**src/rtl/uart_dt_tx_if.sv**
```systemverilog
// Message handshake and serial-line bundle for the duty-cycle UART
// transmitter. The controller side drives START/ASCII and observes the
// transmitter status; the transmitter side does the opposite.
interface uart_dt_tx_if;
    logic        START;
    logic [23:0] ASCII;
    logic        TX;
    logic        BUSY;
    logic        DONE;

    modport master (
        output START,
        output ASCII,
        input  TX,
        input  BUSY,
        input  DONE
    );

    modport slave (
        input  START,
        input  ASCII,
        output TX,
        output BUSY,
        output DONE
    );
endinterface

```
**src/rtl/uart_dt_tx.sv**
```systemverilog
// 8N1 UART transmitter for a 3-character duty-cycle readout followed by CR LF.
// Optional suppression of leading '0' characters in the hundreds/tens slots.
// Characters are sent back to back with no gap; DONE pulses once per message.
module uart_dt_tx #(
    parameter int CLKS_PER_BIT = 10417,
    parameter bit SUPPRESS_LZ  = 1'b1
) (
    input  logic          CLK,
    input  logic          RESET,
    uart_dt_tx_if.slave   bus
);

    localparam int BAUD_W = $clog2(CLKS_PER_BIT);
    localparam logic [BAUD_W-1:0] BAUD_LAST = BAUD_W'(CLKS_PER_BIT - 1);

    localparam logic [7:0] CHAR_ZERO = 8'h30;
    localparam logic [7:0] CHAR_CR   = 8'h0D;
    localparam logic [7:0] CHAR_LF   = 8'h0A;
    localparam logic [2:0] IDX_LF    = 3'd4;

    typedef enum logic [2:0] {
        IDLE,
        START_BIT,
        DATA,
        STOP_BIT,
        NEXT_CHAR
    } state_t;

    state_t            state;
    logic [BAUD_W-1:0] baud_cnt;
    logic [2:0]        bit_cnt;
    logic [2:0]        idx;
    logic [7:0]        hund;
    logic [7:0]        tens;
    logic [7:0]        units;
    logic              tx_q;
    logic              busy_q;
    logic              done_q;

    logic              accept;
    logic              baud_last;
    logic [2:0]        next_bit;
    logic [2:0]        first_idx;
    logic [7:0]        cur_char;

    assign accept    = (state == IDLE) && bus.START;
    assign baud_last = (baud_cnt == BAUD_LAST);
    assign next_bit  = bit_cnt + 3'd1;

    // Index of the first character to send, with leading-zero skipping.
    always_comb begin
        // NOTE: every always_comb output gets a default first so no path leaves it unassigned (no latch).
        first_idx = 3'd0;
        if (SUPPRESS_LZ && (bus.ASCII[23:16] == CHAR_ZERO)) begin
            first_idx = (bus.ASCII[15:8] == CHAR_ZERO) ? 3'd2 : 3'd1;
        end
    end

    // Character currently being serialised: three digits, then CR, then LF.
    always_comb begin
        cur_char = CHAR_LF;
        case (idx)
            3'd0:    cur_char = hund;
            3'd1:    cur_char = tens;
            3'd2:    cur_char = units;
            3'd3:    cur_char = CHAR_CR;
            default: cur_char = CHAR_LF;
        endcase
    end

    // Message capture at acceptance; later ASCII changes cannot disturb a message in flight.
    always_ff @(posedge CLK) begin
        // NOTE: message storage is deliberately not reset; it is always rewritten before it is read.
        if (accept) begin
            hund  <= bus.ASCII[23:16];
            tens  <= bus.ASCII[15:8];
            units <= bus.ASCII[7:0];
        end
    end

    // Transmit FSM with registered TX/BUSY/DONE and baud/bit/char counters.
    always_ff @(posedge CLK) begin
        if (RESET) begin
            // NOTE: sequential state uses non-blocking assignments so all registers update together.
            state    <= IDLE;
            baud_cnt <= '0;
            bit_cnt  <= 3'd0;
            idx      <= 3'd0;
            tx_q     <= 1'b1;
            busy_q   <= 1'b0;
            done_q   <= 1'b0;
        end else begin
            done_q <= 1'b0;
            case (state)
                IDLE: begin
                    tx_q     <= 1'b1;
                    busy_q   <= 1'b0;
                    baud_cnt <= '0;
                    bit_cnt  <= 3'd0;
                    if (bus.START) begin
                        idx    <= first_idx;
                        state  <= START_BIT;
                        tx_q   <= 1'b0;
                        busy_q <= 1'b1;
                    end
                end

                START_BIT: begin
                    if (baud_last) begin
                        baud_cnt <= '0;
                        bit_cnt  <= 3'd0;
                        tx_q     <= cur_char[0];
                        state    <= DATA;
                    end else begin
                        baud_cnt <= baud_cnt + 1'b1;
                    end
                end

                DATA: begin
                    if (baud_last) begin
                        baud_cnt <= '0;
                        bit_cnt  <= next_bit;
                        if (bit_cnt == 3'd7) begin
                            tx_q  <= 1'b1;
                            state <= STOP_BIT;
                        end else begin
                            tx_q <= cur_char[next_bit];
                        end
                    end else begin
                        baud_cnt <= baud_cnt + 1'b1;
                    end
                end

                STOP_BIT: begin
                    if (baud_last) begin
                        baud_cnt <= '0;
                        if (idx == IDX_LF) begin
                            state  <= IDLE;
                            tx_q   <= 1'b1;
                            busy_q <= 1'b0;
                            done_q <= 1'b1;
                        end else begin
                            // Next-character bookkeeping folded into the final stop cycle.
                            idx   <= idx + 3'd1;
                            tx_q  <= 1'b0;
                            state <= START_BIT;
                        end
                    end else begin
                        baud_cnt <= baud_cnt + 1'b1;
                    end
                end

                NEXT_CHAR: begin
                    // Not entered in normal operation; recovers by starting the next character.
                    baud_cnt <= '0;
                    idx      <= idx + 3'd1;
                    tx_q     <= 1'b0;
                    state    <= START_BIT;
                end

                default: begin
                    state  <= IDLE;
                    tx_q   <= 1'b1;
                    busy_q <= 1'b0;
                end
            endcase
        end
    end

    assign bus.TX   = tx_q;
    assign bus.BUSY = busy_q;
    assign bus.DONE = done_q;

endmodule
```
**src/flat_wrapper.sv**
```systemverilog
// flat-port wrapper written by rule: the top's interface ports become plain ports
module uart_dt_tx_flat 
#(
    parameter int CLKS_PER_BIT = 10417,
    parameter bit SUPPRESS_LZ  = 1'b1
)
  (CLK, RESET, bus_START, bus_ASCII, bus_TX, bus_BUSY, bus_DONE);
  uart_dt_tx_if bus_i ();
  input  logic CLK;
  input  logic RESET;
  input wire logic [$bits(bus_i.START)-1:0] bus_START;
  input wire logic [$bits(bus_i.ASCII)-1:0] bus_ASCII;
  output wire logic [$bits(bus_i.TX)-1:0] bus_TX;
  output wire logic [$bits(bus_i.BUSY)-1:0] bus_BUSY;
  output wire logic [$bits(bus_i.DONE)-1:0] bus_DONE;
  assign bus_i.START = bus_START;
  assign bus_i.ASCII = bus_ASCII;
  assign bus_TX = bus_i.TX;
  assign bus_BUSY = bus_i.BUSY;
  assign bus_DONE = bus_i.DONE;
  uart_dt_tx #(.CLKS_PER_BIT(CLKS_PER_BIT), .SUPPRESS_LZ(SUPPRESS_LZ)) u_core (.CLK(CLK), .RESET(RESET), .bus(bus_i));
endmodule
```
**config.mk**
```make
export PLATFORM = sky130hd
export DESIGN_NAME = uart_dt_tx_flat
export DESIGN_NICKNAME = d
export VERILOG_FILES = /design/src/rtl/uart_dt_tx_if.sv /design/src/rtl/uart_dt_tx.sv /design/src/flat_wrapper.sv
export SDC_FILE = /design/constraint.sdc
export NUM_CORES = 1
export LEC_CHECK = 0
export ABC_CLOCK_PERIOD_IN_PS = 1950
export CAP_MARGIN = 20
export CORE_MARGIN = 2
export CORE_UTILIZATION = 49
export CTS_CLUSTER_DIAMETER = 60
export DETAILED_ROUTE_END_ITERATION = 12
export PLACE_DENSITY_LB_ADDON = 0.12
export SYNTH_ARGS = -nofsm -noshare
export SYNTH_HDL_FRONTEND = slang
export SYNTH_SLANG_ARGS = --single-unit
```
**constraint.sdc**
```tcl
create_clock -name CLK -period 1.95 [get_ports CLK]
set_input_delay 0.195 -clock CLK [delete_from_list [all_inputs] [get_ports CLK]]
set_output_delay 0.195 -clock CLK [all_outputs]
set_load 0.01 [all_outputs]
```
Word level (Yosys, flattened, before mapping)
Cells that the tools add are included.

Multiplexer cells: 32. Add/subtract/negate cells: 3. Shift operators: 0. Equality and inequality tests: 19. Magnitude comparators: 1. Multipliers: 0. Bitwise operators: 3. Reduce and logical (&&, ||, !) cells: 15. Div/mod/pow operators: 0.

Operators with widths (count): $pmux W8 S4 (1); $mux W3 (10); $pmux W14 S2 (1); $pmux W3 S3 (2); $eq A8 B6 Y1 const B (2); $pmux W3 S5 (1); $add A14 B1 Y14 const B (1); $eq A14 B14 Y1 const B (1); $mux W14 (1); $eq A3 B2 Y1 const B (4); $mux W1 (11); $ne A2 B1 Y1 const B (5); $eq A3 B3 Y1 const B (3); $reduce_and A3 Y1 (3); $reduce_or A3 Y1 (3); $add A3 B1 Y3 const B (2); $eq A3 B1 Y1 const B (2); $logic_not A3 Y1 (2); $reduce_bool A3 Y1 (2); $pmux W1 S5 (1); $reduce_and A5 Y1 (1); $lt A3 B4 Y1 const B (1); $mux W2 (2); $ne A2 B2 Y1 const B (2); 7 further kinds (9).

Bits in writable memories: 0. Bits in registers: 50. Memories: 0. Word-level logic and storage cells: 83. Output and inout port bits: 3. Bits in latches: 0. Memory bits (read-only): 0. Bits of input ports: 27.

Depth between registers and ports, before layout
Word-level depth: 7. Gate-level depth with buffers: 8. Depth with buffers taken out: 7.

Worst setup path before layout
Ideal clock, no wire load.

Path type: register -> register. From: reg u_core.idx[0]. To: reg u_core.tx_q (netlist: u_core.bus.TX). Library setup time: 122 ps. Required time: 1828 ps. Path buffers: 1. Path slack: 5 ps. Clock period less this slack: 1945 ps. Arrival: 1823 ps. Cell stages (with the launch flop): 9. Cells stage by stage: dfxtp_1 -> inv_1 -> ha_1 -> buf_2 -> nor4_1 -> nor2_1 -> a221oi_1 -> a311oi_1 -> a311o_1.

Cells in the longest elaborated chain, start to end: 7. Elaborated cells between the ends (all ways): 14. Classes of those cells: eq/ne: 4; mux: 9; reduce/logical: 1.

RTL lines: start: declaration (line uart_dt_tx.sv:32) `logic [2:0] idx;`; start signal: assignment (line uart_dt_tx.sv:101) `idx <= first_idx;`; start signal: assignment (line uart_dt_tx.sv:144) `idx <= idx + 3'd1;`; start signal: assignment (line uart_dt_tx.sv:156) `idx <= idx + 3'd1;`; $eq A3 B2 Y1 (tied with other cells) (line uart_dt_tx.sv:62) `case (idx)`; $pmux W8 S4 (line uart_dt_tx.sv:62); $bmux W1 S3 (line uart_dt_tx.sv:127) `tx_q <= cur_char[next_bit];`; $mux W1 (not written as such) (line uart_dt_tx.sv:127); $mux W1 (line uart_dt_tx.sv:123) `if (bit_cnt == 3'd7) begin`; $mux W1 (line uart_dt_tx.sv:120) `if (baud_last) begin`; $pmux W1 S5 (*) (line uart_dt_tx.sv:94) `case (state)`; end signal: assignment (line uart_dt_tx.sv:112) `tx_q <= cur_char[0];`; end signal: assignment (line uart_dt_tx.sv:127); end: declaration (line uart_dt_tx.sv:36) `logic tx_q;`.

Mark *: on every way between the ends. The rest lies on a longest branch, timed or not. The select of a mux whose other input is x is not followed. A chain may end at the register's enable or synchronous reset.

Worst setup path in the final report
Same ends and word-level chain as after synthesis.

==> reports/qor.yml <==
status: "finished with violations"
violations: "setup timing"
path_max_fanout: 4
rows: 25
holdPathStages: 1
route.met2.wl_mm: 2.602
path_clk_slew_ns: 0.09
seq_area_frac_synth: 0.5110
dieArea_mm2: 0.005452
wl_per_cell_um: 14.88
placedCellCount: 338
r2r_setup_slack_ns: -0.02
netlist_instances: 226
portBuffers: 29
power_leakage_nw: 1.141
drcViolationCount: 0
post-cts-setup-buffers: 0
worst_path_max_delay_cell: "dfxtp_4"
antenna_found_initial: 0
multiInputGateArea_mm2: 0.001180
cpMostUsedCell: "ha_4"
worst_slack_ns: -0.01612
avgSynthCellArea_um2: 10.57
wl_met1_mm: 2.348
grt_pass1_vias: 1830
hold_violations: 0
gr-usage-all-layers: 0.2018
synth_cell_types: 42
first_pass_iters: 4
dieWidth_um: 73.84
cts-root-buf: "clkbuf_8"
synth_area_mm2: 0.002390
endpoint_kind: "register"
critPathKind: "reg -> reg"
gr-total-overflow: 0
worstPathCellList: "ha_4 > ha_4 > nor4_2 > buf_4 > nor2_1 > a221oi_1 > a311oi_1 > a311o_1"
timing.hold.worst.class: "in -> reg"
dp_hpwl_mm: 3.700
hp-start: "bus_ASCII[2]"
period_share: 1.008
r2r-end: "u_core.bus.TX$_SDFFE_PP1P_"
skew_ns: 0.009838
viasPerCell: 5.390
fmax_ghz: 0.5086
cts.sinks: 49
insertion_delay_ns: 0.30
area_delta_synth_final_pct: 30.47
htree_num_levels: 2
layout_commonest_cell: "clkdlybuf4s50_1"
finalSetupViolations: 1
tightestPinTransition_ns: 0.4045
drt_wl_total_mm: 5.147
fp.dieH_um: 73.84
rsz0062_at_grt: "true"
ir_drop_uv: 484.1
gp_congestion: 0.7648
startpoint_type: "register"
post-route-min-period_ns: 1.966
grt_pass1_wl_mm: 8.397
final_cell_mix: "29 x clkdlybuf4s50_1, 24 x edfxtp_1, 23 x dfxtp_1"
final-seq-area_mm2: 0.001229
utilization: 0.6601
start_util: 0.5060
yosysTopAreaCell: "edfxtp_1"
yosysWarnings: 0
cp_top_family: "compound AO/OA/AOI/OAI gates"
drive_gt1_frac: 0.1649
p_per_area_mw_per_mm2: 1160
drv_slew: 0
ant_nets: 0
critPathArrivalTime_ns: 2.16
synth.area.top_cells: "edfxtp_1 30%, dfxtp_1 21%, ha_1 7.9%"
fin_nets: 320
yosysTopAreaCellShare: 0.3016
rr_worst_depth: 8
io_pins: 30
yosys_register_bits: 49
min_to: "u_core.units[2]$_DFFE_PP_"
cts_tree: "yes"
drt-initial-drc-count: 126
path_buf_inv: 1
num_antenna_cells: 0
rr_startpoint: "u_core.idx[0]$_SDFFE_PP0P_"
numCtsBuffers: 5
stdcell_count: 346
routed-wl-met3_um: 158
drv_cap: 0
crit_required_ns: 2.15
grt_max_degree: 25
slew_headroom: 0.7278
fill_cells: 374
dp_slack_ns: -0.1032
slowest_delay_ns: 0.39
num_vias: 1865
coreArea_mm2: 0.004723
p_total_w: 0.003617
clockBufferDepth: 2
syn_nets: 268
highest_layer: "met4"
[layout make-up]
cell class | instances | share of cell area
sequential | 49 | 0.3941
multi-input combinational | 158 | 0.3784
timing repair buffer | 51 | 0.1501
tap | 67 | 0.02689
clock buffer | 6 | 0.02327
inverter | 13 | 0.01645
clock inverter | 2 | 0.01083
[state kept, by name, indices dropped and copies added (netlist names)]
register and flops:
u_core.baud_cnt 14, u_core.hund 8, u_core.tens 8, u_core.units 8, u_core.bit_cnt 3, u_core.idx 3, u_core.state 2, u_core.bus.BUSY 1
u_core.bus.DONE 1, u_core.bus.TX 1
[cells in the mapped netlist (all sizes together)]
master   count
dfxtp       25
edfxtp      24
nor2        20
ha          15
nand2       14
o21ai       14
inv         13
a21oi       12
nor3         8
a222oi       6
and2         5
mux2i        5
nand3        5
nor4         5
xor2         5
buf          4
nand4        4
nor2b        4
or3          4
xnor2        4
a221oi       3
a2111oi      2
a211oi       2
a21boi       2
a31oi        2
and4         2
clkbuf       2
nand2b       2
nor4b        2
or2          2
a22oi        1
a311o        1
a311oi       1
and3b        1
and4b        1
mux4         1
nand4b       1
nor4bb       1
or3b         1
[worst register-to-register path, cell delays in order, from the launching register on]
cell and delay [ns]:
dfxtp_4 0.39, ha_4 0.17, ha_4 0.16, nor4_2 0.28
buf_4 0.17, nor2_1 0.04, a221oi_1 0.30, a311oi_1 0.08
a311o_1 0.27
[how the worst max path moves through the flow]
stage | startpoint | depth (start not counted) | slack, ns | endpoint
final | u_core.idx[0]$_SDFFE_PP0P_ | 8 | -0.02 | u_core.bus.TX$_SDFFE_PP1P_
after global routing | u_core.idx[0]$_SDFFE_PP0P_ | 8 | -0.10 | u_core.bus.TX$_SDFFE_PP1P_
after CTS | u_core.idx[1]$_SDFFE_PP0P_ | 7 | -0.03 | u_core.bus.TX$_SDFFE_PP1P_
after detailed placement | u_core.idx[0]$_SDFFE_PP0P_ | 7 | -0.10 | u_core.bus.TX$_SDFFE_PP1P_
after global placement | u_core.idx[0]$_SDFFE_PP0P_ | 7 | 0.02 | u_core.bus.TX$_SDFFE_PP1P_
after floorplan | u_core.idx[0]$_SDFFE_PP0P_ | 8 | 0.005 | u_core.bus.TX$_SDFFE_PP1P_
[what timing repair did]
action,in CTS,in global routing
resized for setup,6,18
hold buffers,0,0
pin swaps,1,4
endpoints found under the setup margin,2,5
endpoints found under the hold margin,0,0
[power by group]
group | total (W) | switching (W) | leakage [nW] | internal [W]
registers | 0.00141 | 0.000110 | 0.433 | 0.00130
clock network | 0.000700 | 0.000322 | 0.0528 | 0.000379
logic | 0.00151 | 0.000759 | 0.655 | 0.000748
total | 0.00362 | 0.00119 | 1.14 | 0.00243
[logic make-up after synthesis]
family                   after synthesis  share of synthesized area
XOR/XNOR                               9                    0.03298
flip-flops                            49                     0.5110
adder cells (fa/ha/maj)               15                    0.07853
AO/OA/AOI/OAI                         46                     0.1267
AND/OR/NAND/NOR                       82                     0.1885
multiplexers                           6                    0.03037
buffers and inverters                 19                    0.03194
[per-layer routing]
metal	vias up	global-route usage
li1	943	-
met1	883	0.2595
met2	35	0.3452
met3	4	0.03978
met4	0	0.05455
met5	-	0
[per-stage QoR]
stage / hold WS, ns / setup TNS (ns) / cell area, um2
3_5_place_dp: 0.4755 / -0.1032 / 2914
4_1_cts: 0.4394 / -0.02887 / 3032
6_report: 0.4511 / -0.01612 / 3118
3_3_place_gp: 0.4624 / 0 / 2914
5_1_grt: 0.4360 / -0.1007 / 3118
2_1_floorplan: 0.2717 / 0 / 2390
Note: power is estimated with default switching activity, not from simulation.
